==> src/rtl/matrix_read_arbiter_if.sv <==
// Requester-side bus of matrix_read_arbiter: per-channel request/grant, coordinates,
// returned operand pairs and read-valid pulses, packed with channel i in slice i.
interface matrix_read_arbiter_if #(
   parameter int unsigned maxWidthLen = 4,
   parameter int unsigned sizeValue   = 16,
   parameter int unsigned CHANNELS    = 5
);
   logic [CHANNELS-1:0]             req;
   logic [CHANNELS*maxWidthLen-1:0] rx1;
   logic [CHANNELS*maxWidthLen-1:0] ry1;
   logic [CHANNELS*maxWidthLen-1:0] rx2;
   logic [CHANNELS*maxWidthLen-1:0] ry2;
   logic [CHANNELS-1:0]             gnt;
   logic [CHANNELS*sizeValue-1:0]   out1;
   logic [CHANNELS*sizeValue-1:0]   out2;
   logic [CHANNELS-1:0]             rvalid;
   logic                            busy;

   modport master (
      output req, rx1, ry1, rx2, ry2,
      input  gnt, out1, out2, rvalid, busy
   );

   modport slave (
      input  req, rx1, ry1, rx2, ry2,
      output gnt, out1, out2, rvalid, busy
   );
endinterface

==> src/rtl/matrix_read_arbiter.sv <==
// Round-robin arbiter sharing the matrix store's dual read port among CHANNELS requesters,
// with a READ_LAT-deep tag pipeline routing returned data. Define MATRIX_ARB_FIXED_PRIO_EN for fixed priority.
module matrix_read_arbiter #(
   parameter int unsigned maxWidthLen = 4,
   parameter int unsigned sizeValue   = 16,
   parameter int unsigned CHANNELS    = 5,
   parameter int unsigned READ_LAT    = 1
) (
   input  logic                        clk,
   input  logic                        rst_n,
   matrix_read_arbiter_if.slave        bus,
   output logic [maxWidthLen-1:0]      rx1matrix,
   output logic [maxWidthLen-1:0]      ry1matrix,
   output logic [maxWidthLen-1:0]      rx2matrix,
   output logic [maxWidthLen-1:0]      ry2matrix,
   input  logic signed [sizeValue-1:0] out1matrix,
   input  logic signed [sizeValue-1:0] out2matrix
);
   localparam int unsigned CH_W  = (CHANNELS > 1) ? $clog2(CHANNELS) : 1;
   localparam int unsigned LAST  = READ_LAT - 1;
   localparam int unsigned OUT_W = CHANNELS * sizeValue;

   logic                           gnt_vld_c;
   logic [CH_W-1:0]                gnt_idx_c;
   logic [READ_LAT-1:0]            tag_vld_q, tag_vld_d;
   logic [READ_LAT-1:0][CH_W-1:0]  tag_ch_q, tag_ch_d;
   logic [OUT_W-1:0]               out1_q, out1_d;
   logic [OUT_W-1:0]               out2_q, out2_d;
   logic [CHANNELS-1:0]            rvalid_q, rvalid_d;
   logic                           busy_q, busy_d;
`ifndef MATRIX_ARB_FIXED_PRIO_EN
   logic [CH_W-1:0]                ptr_q, ptr_d;
   logic [CH_W:0]                  cand_c;
`endif

   // Arbitration: pick the winning channel index
   always_comb begin
      gnt_vld_c = 1'b0;
      gnt_idx_c = '0;
`ifdef MATRIX_ARB_FIXED_PRIO_EN
      // Descending scan so the lowest active index is the last (winning) write
      for (int i = int'(CHANNELS) - 1; i >= 0; i--) begin
         if (bus.req[i]) begin
            gnt_vld_c = 1'b1;
            gnt_idx_c = CH_W'(i);
         end
      end
`else
      cand_c = '0;
      ptr_d  = ptr_q;
      for (int i = 0; i < int'(CHANNELS); i++) begin
         cand_c = (CH_W+1)'(ptr_q) + (CH_W+1)'(i);
         if (cand_c >= (CH_W+1)'(CHANNELS)) begin
            cand_c = cand_c - (CH_W+1)'(CHANNELS);
         end
         if (!gnt_vld_c && bus.req[cand_c[CH_W-1:0]]) begin
            gnt_vld_c = 1'b1;
            gnt_idx_c = cand_c[CH_W-1:0];
         end
      end
      if (gnt_vld_c) begin
         ptr_d = (gnt_idx_c == CH_W'(CHANNELS - 1)) ? '0 : gnt_idx_c + CH_W'(1);
      end
`endif
   end

   // Grant decode and storage address mux
   always_comb begin
      bus.gnt   = '0;
      rx1matrix = '0;
      ry1matrix = '0;
      rx2matrix = '0;
      ry2matrix = '0;
      if (gnt_vld_c) begin
         bus.gnt[gnt_idx_c] = 1'b1;
         rx1matrix = bus.rx1[int'(gnt_idx_c)*maxWidthLen +: maxWidthLen];
         ry1matrix = bus.ry1[int'(gnt_idx_c)*maxWidthLen +: maxWidthLen];
         rx2matrix = bus.rx2[int'(gnt_idx_c)*maxWidthLen +: maxWidthLen];
         ry2matrix = bus.ry2[int'(gnt_idx_c)*maxWidthLen +: maxWidthLen];
      end
   end

   // Tag shift and return-data steering; the final stage coincides with the rvalid cycle
   always_comb begin
      tag_vld_d    = '0;
      tag_ch_d     = '0;
      tag_vld_d[0] = gnt_vld_c;
      tag_ch_d[0]  = gnt_idx_c;
      for (int k = 1; k < int'(READ_LAT); k++) begin
         tag_vld_d[k] = tag_vld_q[k-1];
         tag_ch_d[k]  = tag_ch_q[k-1];
      end
      out1_d   = out1_q;
      out2_d   = out2_q;
      rvalid_d = '0;
      if (tag_vld_d[LAST]) begin
         rvalid_d[tag_ch_d[LAST]] = 1'b1;
         out1_d[int'(tag_ch_d[LAST])*sizeValue +: sizeValue] = out1matrix;
         out2_d[int'(tag_ch_d[LAST])*sizeValue +: sizeValue] = out2matrix;
      end
      busy_d = |tag_vld_d;
   end

   always_ff @(posedge clk or negedge rst_n) begin
      if (!rst_n) begin
         tag_vld_q <= '0;
         tag_ch_q  <= '0;
         out1_q    <= '0;
         out2_q    <= '0;
         rvalid_q  <= '0;
         busy_q    <= 1'b0;
`ifndef MATRIX_ARB_FIXED_PRIO_EN
         ptr_q     <= '0;
`endif
      end else begin
         tag_vld_q <= tag_vld_d;
         tag_ch_q  <= tag_ch_d;
         out1_q    <= out1_d;
         out2_q    <= out2_d;
         rvalid_q  <= rvalid_d;
         busy_q    <= busy_d;
`ifndef MATRIX_ARB_FIXED_PRIO_EN
         ptr_q     <= ptr_d;
`endif
      end
   end

   assign bus.out1   = out1_q;
   assign bus.out2   = out2_q;
   assign bus.rvalid = rvalid_q;
   assign bus.busy   = busy_q;
endmodule

==> src/flat_wrapper.sv <==
// flat-port wrapper written by rule: the top's interface ports become plain ports
module matrix_read_arbiter_flat 
#(
   parameter int unsigned maxWidthLen = 4,
   parameter int unsigned sizeValue   = 16,
   parameter int unsigned CHANNELS    = 5,
   parameter int unsigned READ_LAT    = 1
)
  (clk, rst_n, rx1matrix, ry1matrix, rx2matrix, ry2matrix, out1matrix, out2matrix, bus_req, bus_rx1, bus_ry1, bus_rx2, bus_ry2, bus_gnt, bus_out1, bus_out2, bus_rvalid, bus_busy);
  matrix_read_arbiter_if #(.maxWidthLen(maxWidthLen), .sizeValue(sizeValue), .CHANNELS(CHANNELS)) bus_i ();
  input  logic clk;
  input  logic rst_n;
  output logic [maxWidthLen-1:0] rx1matrix;
  output logic [maxWidthLen-1:0] ry1matrix;
  output logic [maxWidthLen-1:0] rx2matrix;
  output logic [maxWidthLen-1:0] ry2matrix;
  input  logic signed [sizeValue-1:0] out1matrix;
  input  logic signed [sizeValue-1:0] out2matrix;
  input wire logic [$bits(bus_i.req)-1:0] bus_req;
  input wire logic [$bits(bus_i.rx1)-1:0] bus_rx1;
  input wire logic [$bits(bus_i.ry1)-1:0] bus_ry1;
  input wire logic [$bits(bus_i.rx2)-1:0] bus_rx2;
  input wire logic [$bits(bus_i.ry2)-1:0] bus_ry2;
  output wire logic [$bits(bus_i.gnt)-1:0] bus_gnt;
  output wire logic [$bits(bus_i.out1)-1:0] bus_out1;
  output wire logic [$bits(bus_i.out2)-1:0] bus_out2;
  output wire logic [$bits(bus_i.rvalid)-1:0] bus_rvalid;
  output wire logic [$bits(bus_i.busy)-1:0] bus_busy;
  assign bus_i.req = bus_req;
  assign bus_i.rx1 = bus_rx1;
  assign bus_i.ry1 = bus_ry1;
  assign bus_i.rx2 = bus_rx2;
  assign bus_i.ry2 = bus_ry2;
  assign bus_gnt = bus_i.gnt;
  assign bus_out1 = bus_i.out1;
  assign bus_out2 = bus_i.out2;
  assign bus_rvalid = bus_i.rvalid;
  assign bus_busy = bus_i.busy;
  matrix_read_arbiter #(.maxWidthLen(maxWidthLen), .sizeValue(sizeValue), .CHANNELS(CHANNELS), .READ_LAT(READ_LAT)) u_core (.clk(clk), .rst_n(rst_n), .bus(bus_i), .rx1matrix(rx1matrix), .ry1matrix(ry1matrix), .rx2matrix(rx2matrix), .ry2matrix(ry2matrix), .out1matrix(out1matrix), .out2matrix(out2matrix));
endmodule
==> config.mk <==
export PLATFORM = sky130hd
export DESIGN_NAME = matrix_read_arbiter_flat
export DESIGN_NICKNAME = d
export VERILOG_FILES = /design/src/rtl/matrix_read_arbiter_if.sv /design/src/rtl/matrix_read_arbiter.sv /design/src/flat_wrapper.sv
export SDC_FILE = /design/constraint.sdc
export NUM_CORES = 1
export LEC_CHECK = 0
export CORE_MARGIN = 1
export CORE_UTILIZATION = 50
export DETAILED_ROUTE_END_ITERATION = 7
export DONT_BUFFER_PORTS = 1
export MAX_ROUTING_LAYER = met4
export PLACE_DENSITY = 0.69
export SLEW_MARGIN = 40
export SYNTH_ARGS = -nofsm -noshare
export SYNTH_HDL_FRONTEND = slang
export SYNTH_SLANG_ARGS = --single-unit
==> constraint.sdc <==
create_clock -name clk -period 5.04 [get_ports clk]
set_input_delay 0.756 -clock clk [delete_from_list [all_inputs] [get_ports clk]]
set_output_delay 0.756 -clock clk [all_outputs]
set_load 0.005 [all_outputs]
Yosys cells after proc, flatten, opt, wreduce, memory -nomap -nowiden
Cells that the tools add are included.
{"block": "classes", "n_eq_ne": 1, "n_shift": 7, "magnitude_cmp": 12, "n_reduce_logical": 9, "addsub": 11, "n_mux": 35}
{"op": "$bwmux 80", "n": 2}
{"op": "$shiftx 16x34->80", "n": 2}
{"op": "$shift 16x34->80 const A", "n": 1}
{"op": "$shiftx 20x6->4", "n": 4}
{"op": "$neg 7->34", "n": 1}
{"op": "$mux 3", "n": 11}
{"op": "$lt 3x4->1 const B", "n": 6}
{"op": "$ge 4x3->1 const B", "n": 4}
{"op": "$mux 4", "n": 4}
{"op": "$bmux 1 s3", "n": 5}
{"op": "$sub 3x3->3 const B", "n": 5}
{"op": "$mux 1", "n": 11}
{"op": "$add 3x2->4 const B", "n": 2}
{"op": "$logic_and 1x1->1", "n": 5}
{"op": "$mux 5", "n": 1}
{"op": "$add 3x1->4 const B", "n": 1}
{"op": "$add 3x3->4 const B", "n": 1}
{"op": "$logic_not 1->1", "n": 4}
{"op": "$add 3x1->3 const B", "n": 1}
{"op": "$demux 1 s3", "n": 1}
{"op": "$eq 3x3->1 const B", "n": 1}
{"op": "$ge 3x1->1 const B", "n": 1}
{"op": "$ge 3x3->1 const B", "n": 1}
{"block": "totals", "reg_bits": 169, "output_inout_bits": 187, "wordCells": 80}

Logic depth before layout (Yosys ltp)
Gate-level depths: netlist (run 1).
{"block": "depth", "word_depth": 22, "ltp_mapped": 22}

Worst setup path before layout (run 1)
OpenSTA, ideal clock, no wires.
{"block": "synth_timing", "path_type": "reg2reg", "start": "reg u_core.ptr_q[1]", "end": "reg u_core.out1_q[64] (netlist: u_core.bus.out1[64])", "path_slack_ns": -0.075, "stages_incl_launch_ff": 20, "t_arrival_ns": 4.989, "required_time_ns": 4.915, "setup_ns": 0.125, "path_buffers": 5, "cell_sequence": "dfrtp_1 clkbuf_1 inv_1 ha_1 buf_2 mux4_2 mux2_2 and2_4 or2_1 nor2_1 nand4b_1 a32o_2 buf_2 buf_2 ha_1 ha_1 nor3_1 o2111ai_2 buf_6 mux2_4"}
{"block": "synth_via", "elab_chain_cells": 20}
{"item": "from (decl)", "line_no": "matrix_read_arbiter.sv:32", "source": "logic [CH_W-1:0] ptr_q, ptr_d;"}
{"item": "from (signal assigned)", "line_no": "matrix_read_arbiter.sv:123", "source": "ptr_q <= ptr_d;"}
{"item": "branches (longest 20 deep; another with $add 3x1->4)"}
{"item": "to (signal assigned)", "line_no": "matrix_read_arbiter.sv:118", "source": "out1_q <= out1_d;"}
{"item": "to (decl)", "line_no": "matrix_read_arbiter.sv:27", "source": "logic [OUT_W-1:0] out1_q, out1_d;"}
Several ways; the timed one is not identified. The select of a mux whose other input is x is not followed.
A chain may end at the register's enable or synchronous reset.

Worst setup path in the final report (run 1)
{"block": "layout_timing", "start": "reg u_core.ptr_q[0]", "end": "out ry1matrix[3]"}
{"block": "layout_via", "elab_chain_cells": 19}
{"item": "branches (longest 18 deep; another with $add 3x1->4)"}
{"item": "$mux 4 *", "line_no": "matrix_read_arbiter.sv:74", "source": "if (gnt_vld_c) begin"}
{"item": "to (decl)", "line_no": "flat_wrapper.sv:14", "source": "output logic [maxWidthLen-1:0] ry1matrix;"}
Mark *: on every way between the ends. The select of a mux whose other input is x is not followed.

==> results of run 1 <==
==> through the flow <==
stage / hold WS [ns] / instances
floorplan: 0.460 / 622
global placement: 0.464 / 836
detailed placement: 0.463 / 836
CTS: 0.00354 / 868
global route: 0.00236 / 874
finish: 0.0200 / 874
==> layout make-up <==
type,instances,area (um2)
clock buffer,17,425
multi-input combinational,391,3950
inverter,19,86.3
tap,216,270
antenna,2,5.00
fill,1289,6560
clock inverter,15,168
timing repair inverter,1,8.76
sequential,169,4230
timing repair buffer,44,417
==> logic make-up after synthesis <==
logic type / Yosys count
multiplexers: 206
flip-flops: 169
AND/OR/NAND/NOR: 86
AO/OA/AOI/OAI: 79
buffers and inverters: 62
adder cells (fa/ha/maj): 14
XOR/XNOR: 6
==> how the worst max path moves through the flow <==
stage,start,to,slack [ns],cells after the start
5_1_grt,u_core.ptr_q[0],ry1matrix[3],0.005,15
3_5_place_dp,u_core.ptr_q[0],u_core.bus.out1[73],0.11,16
2_1_floorplan,u_core.ptr_q[0],u_core.bus.out2[33],0.05,20
6_report,u_core.ptr_q[0],ry1matrix[3],0.20,16
3_3_place_gp,u_core.ptr_q[0],rx1matrix[3],0.22,15
4_1_cts,u_core.ptr_q[0],rx2matrix[1],-0.01,16
==> repair_timing <==
action / in CTS / in global routing
hold buffers: 0 / 2
setup endpoints to repair: 16 / 146
endpoints found under the hold margin: 0 / 8
resized for setup: 13 / 20
gates cloned: 0 / 1
buffers inserted: 0 / 1
pin swaps: 0 / 1
==> cells in the mapped netlist, types with 2 or more instances <==
cell,count,area [um2]
nor4_1,2,12.5
a311oi_1,2,17.5
inv_1,14,52.6
nor3b_1,3,22.5
nand3b_1,3,22.5
nand4b_1,3,26.3
a21o_1,2,15.0
xnor2_1,5,43.8
clkbuf_1,10,37.5
mux2i_1,47,470
inv_2,3,11.3
o211ai_1,2,15.0
and3_1,12,75.1
nor2b_1,2,12.5
nor3_1,2,10.0
buf_6,10,113
mux4_2,3,67.6
nand4_1,4,25.0
a41oi_1,16,140
a21oi_1,11,55.1
dfrtp_1,169,4230
buf_2,21,105
o21a_1,2,15.0
mux2_2,13,146
a221oi_1,15,131
ha_1,13,163
mux2_1,119,1340
o21ai_0,5,25.0
o22ai_1,2,12.5
nor2_1,13,48.8
nand2_1,18,67.6
nor3b_2,2,25.0
nand2b_1,7,43.8
a221oi_2,2,30.0
nand3_1,5,25.0
mux2_4,24,360
a31oi_1,4,25.0
a211oi_1,2,15.0
nand3_4,2,35.0
==> sequential cells by signal, indices dropped and copies added, names as in the netlist <==
name,count
u_core.bus.busy,1
u_core.bus.out1,80
u_core.bus.out2,80
u_core.bus.rvalid,5
u_core.ptr_q,3
==> worst reg2reg max path: cells and delay by family, from the launching register on <==
family / cells / cell delay [ns]
AO/OA/AOI/OAI: 3 / 0.62
AND/OR/NAND/NOR: 5 / 1.07
flip-flops: 1 / 0.38
adder cells (fa/ha/maj): 3 / 0.93
multiplexers: 3 / 1.10
buffers and inverters: 2 / 0.45
==> routing by layer <==
| metal | vias up | GRT usage | share of wire |
|---|---|---|---|
| met5 | - | - | 0 |
| met4 | 0 | 0.123 | 0.031 |
| met3 | 56 | 0.0752 | 0.080 |
| met2 | 265 | 0.492 | 0.53 |
| met1 | 2798 | 0.283 | 0.36 |
| li1 | 2354 | - | - |
==> flow_summary.toml, run 1 <==
[outcome]
run_status = "complete, no violations"

[floorplanning]
initial_utilization = 0.519
die_height_um = 131
die_w_um = 131
design.portCount = 306
fp.dieArea_um2 = 17200
core.rowCount = 46
core_um2 = 16100

[final_layout]
drive_gt1_frac = 0.239
synthToLayoutAreaGrowth_pct = 14.4
mostFrequentLayoutCells = "dfrtp_1, mux2_1, mux2i_1"
final_nets = 776
final_util = 0.593
layout_commonest_cell = "dfrtp_1"
final_area_um2 = 9560

[setup_path]
cp_capture_type = "output port"
crit_path_max_incr_delay_ns = 0.42
worst_r2r_endpoint = "u_core.bus.out1[73]"
crit_required_ns = 4.28
regToRegStartpoint = "u_core.ptr_q[1]"
rr_worst_depth = 16
start_kind = "register"
slowest_cell_on_crit_path = "dfrtp_1"
timing_worst_setup_path_type = "reg -> out"
worst_path_most_repeated_cell = "buf_4"
worstPathCellList = "buf_8 -> ha_1 -> nand2b_1 -> nand2_1 -> xnor2_2 -> mux2_2 -> a311oi_2 -> buf_4 -> nand4_1 -> nand4b_1 -> a32o_2 -> buf_6 -> inv_2 -> buf_12 -> a221oi_2 -> buf_4"
critical_path_peak_fanout = 29
cp_data_arrival_time_ns = 4.09
reg2reg_setup_slack_ns = 0.38
critPathBufInv = 6
critical-path-top-delay-family = "buffers and inverters"

[placed_design]
placement.cell_area_um2 = 8760
worst_slack_at_placement_ns = 0.111
numPortBuffers = 0
gpl.final_weighted_congestion = 0.925
dpl.hpwl_mm = 16.4

[synth]
synth_top_family_by_area = "multiplexers"
synth_async_sr_flop_share = 1.00
postSynthRegisterBits = 169
synth_fa_ha_area_frac = 0.0219
synth_nets = 755
fraction_of_the_mapped_netlist_area_in_compound_gates = 0.0763
synthMuxAreaShare = 0.285
synthesis.area_um2 = 8360
synth_xor_xnor_area_share = 0.00629
netlist_instances = 622
synthSimpleGateAreaFrac = 0.0632
synth-edff-count = 0
synth-seq-area-share = 0.506
synth_top_flop_cell = "dfrtp_1"
avgSynthCellArea_um2 = 13.4
yosys_warn_count = 0
synth.distinct_cells = 67

[route]
via_per_inst = 6.26
routed_wl_mm = 23.2
drcViolationCount = 0
num_vias = 5473
ant_nets = 0
initialDrtViolationCount = 233
detail_route.first_pass.iterations = 4
post_drt_wl_per_cell_um = 26.5

[sta]
timing_max_transition_violations_final = 0
finClkSkew_ns = 0.0146
setup_slack_ns = 0.196
finalSetupViolations = 0
setup-tns-final_ns = 0
portion_of_the_clock_cycle_consumed_by_the_worst_path_in_the_final_layout = 0.961
grt_setup_unrepaired = "no"
fmax_ghz = 0.206
timing_hold_violations_final = 0
final_period_minus_worst_setup_slack_ns = 4.84
slew_headroom = 0.597
worst_slew_pin_slew_ns = 0.602

[hold_path]
hp-class = "in -> async"

[grt]
largest_net_degree_at_the_start_of_global_routing = 170
wire_length_of_the_first_global_routing_pass_mm = 35.3
grt_overflow = 0
first_global_vias = 5857
grt_antenna_before_repair = 2
groute.usage.overall = 0.276

[clock_network]
cts-root-to-sink-buffers = 2
numCtsBuffers = 17
cts-htree-levels = 4
cts.clk_slew.worst_paths_ns = 0.08
worstSkewPairLatency_ns = 0.43
cts_num_sinks = 169
clk_root_buffer_cell = "clkbuf_16"
tritoncts = "yes"

[run]
max-cap-violations = 0
Power of run 1 is not shown: default switching activity piles up to over one toggle a cycle in this logic, so the estimate is an artifact.
==> run 2: changes to the inputs <==
CORE_UTILIZATION = 58   (was 50)
PLACE_DENSITY = 0.77   (was 0.69)
SLEW_MARGIN = unset   (was 40)
==> run 2 against run 1 <==
Highest routed layer unchanged. Fmax decreased by 0.72%. Non-clock buffer count down 4. Setup slack lost 0.035 ns. Global-route usage grew 4.3 points. Clock-buffer cell count rose by 1. Worst hold slack gained 0.00099 ns. Wire length fell by 1.7%. Die area shrank 14%. First-iteration DRC count rose by 58%. Flip-flop and latch count unchanged.
==> flow_summary.toml, run 2 (same netlist as run 1, synthesis figures left out) <==
[clock_network]
numCtsBuffers = 17
cts-root-to-sink-buffers = 2
postCtsSetupRepairBufs = 0
tritoncts = "yes"
cts_num_sinks = 169
cts-htree-levels = 4
clk_root_buffer_cell = "clkbuf_16"
worstSkewPairLatency_ns = 0.43
cts.clk_slew.worst_paths_ns = 0.07

[placed_design]
numPortBuffers = 0
post-place-cells = 798
dpl.hpwl_mm = 15.8
gpl.final_weighted_congestion = 0.946

[grt]
grt_overflow = 0
wire_length_of_the_first_global_routing_pass_mm = 33.4
largest_net_degree_at_the_start_of_global_routing = 168
grt_antenna_before_repair = 3
groute.usage.overall = 0.320
first_global_vias = 5658

[final_layout]
multi_input_comb_area_um2 = 3900
mostFrequentLayoutCells = "dfrtp_1, mux2_1, mux2i_1"
layout_commonest_cell = "dfrtp_1"
final_nets = 772
layout.area.seq_um2 = 4230
fillcell_total = 1006
synthToLayoutAreaGrowth_pct = 12.6
drive_gt1_frac = 0.229
instances_no_fill = 835

[sta]
finalSetupViolations = 0
finClkSkew_ns = 0.0164
fmax_ghz = 0.205
timing_hold_violations_final = 0
setup-tns-final_ns = 0
final_period_minus_worst_setup_slack_ns = 4.88
timing_max_transition_violations_final = 0
slew_headroom = 0.575
worst_slew_pin_slew_ns = 0.635
portion_of_the_clock_cycle_consumed_by_the_worst_path_in_the_final_layout = 0.968

[floorplanning]
fp.dieArea_um2 = 14900
core_um2 = 14000
design.portCount = 306
die_w_um = 122
die_height_um = 122
initial_utilization = 0.597
core.rowCount = 43

[route]
num_vias = 5492
post_drt_wl_per_cell_um = 27.3
routed_wl_mm = 22.8
detail_route.first_pass.iterations = 5
drcViolationCount = 0
ant_nets = 0
initialDrtViolationCount = 367
via_per_inst = 6.58

[run]
max-cap-violations = 0

[outcome]
run_status = "complete, no violations"

[setup_path]
crit_required_ns = 4.28
start_kind = "register"
cp_capture_type = "output port"
critical_path_peak_fanout = 16
cp_data_arrival_time_ns = 4.12
timing_worst_setup_path_type = "reg -> out"

[hold_path]
hp-class = "in -> async"
-- run 2: cell count changes in the layout (fill, tap and decap cells not counted), moves of 2 or more --
cell and delta:
clkinvlp_4 +2, clkinv_8 -2, a221oi_1 +4, a221oi_2 -3, buf_6 -2
-- run 2: final timing paths --
check,from,to,slack [ns],depth (start not counted)
worst max-delay path,u_core.ptr_q[0],ry1matrix[3],0.16,15
worst min-delay path,rst_n,u_core.bus.out1[36],0.02,0
worst max register to register,u_core.ptr_q[0],u_core.bus.out2[47],0.22,18
worst min register to register,u_core.bus.out2[40],u_core.bus.out2[40],0.52,1
max in group asynchronous,rst_n,u_core.bus.out1[35],4.04,1
min in group clk,out1matrix[14],u_core.bus.out1[14],0.45,1
-- run 2: layout make-up --
type,count,share of cell area
antenna,3,0.000797
clock buffer,18,0.0467
clock inverter,14,0.0162
inverter,19,0.00890
multi-input combinational,391,0.415
sequential,169,0.449
tap,180,0.0239
timing repair buffer,40,0.0387
timing repair inverter,1,0.000930
-- run 2: timing repair --
item                                    4_1_cts  5_1_grt
pin swaps                                     0        1
endpoints found under the setup margin       17      122
endpoints found under the hold margin         3        0
cloned                                        0        1
hold buffers                                  1        0
gates resized for setup                       7       19
-- run 2: worst max-delay path, cell delays in order, from the launching register on --
cell	delay [ns]
dfrtp_1	0.39
inv_2	0.07
ha_1	0.16
inv_1	0.06
fa_1	0.48
nor2_4	0.20
mux4_2	0.56
o21a_1	0.23
o2111ai_1	0.17
nor3b_2	0.10
nand2b_1	0.10
and2_4	0.25
clkinv_8	0.15
mux2i_1	0.21
a221oi_2	0.37
buf_4	0.19
-- run 2: metal layers --
metal	GRT usage	share of wire	vias to the layer above
met3	0.0922	0.089	50
met1	0.359	0.37	2801
met4	0.188	0.042	0
met5	-	0	-
met2	0.507	0.50	297
li1	-	-	2344
-- run 2: per-stage QoR --
| step | util | hold WS (ns) | worst slack, ns | cell area [um2] |
|---|---|---|---|---|
| 2_1_floorplan | - | 0.460 | 0.0465 | 8370 |
| 3_3_place_gp | 0.621 | 0.463 | 0.199 | 8690 |
| 3_5_place_dp | 0.621 | 0.463 | 0.0294 | 8690 |
| 4_1_cts | 0.666 | 0.00104 | 0.0409 | 9320 |
| 5_1_grt | 0.673 | 0.00179 | -0.0923 | 9410 |
| 6_report | 0.673 | 0.0210 | 0.161 | 9410 |
Power of run 2 is left out for the same reason.
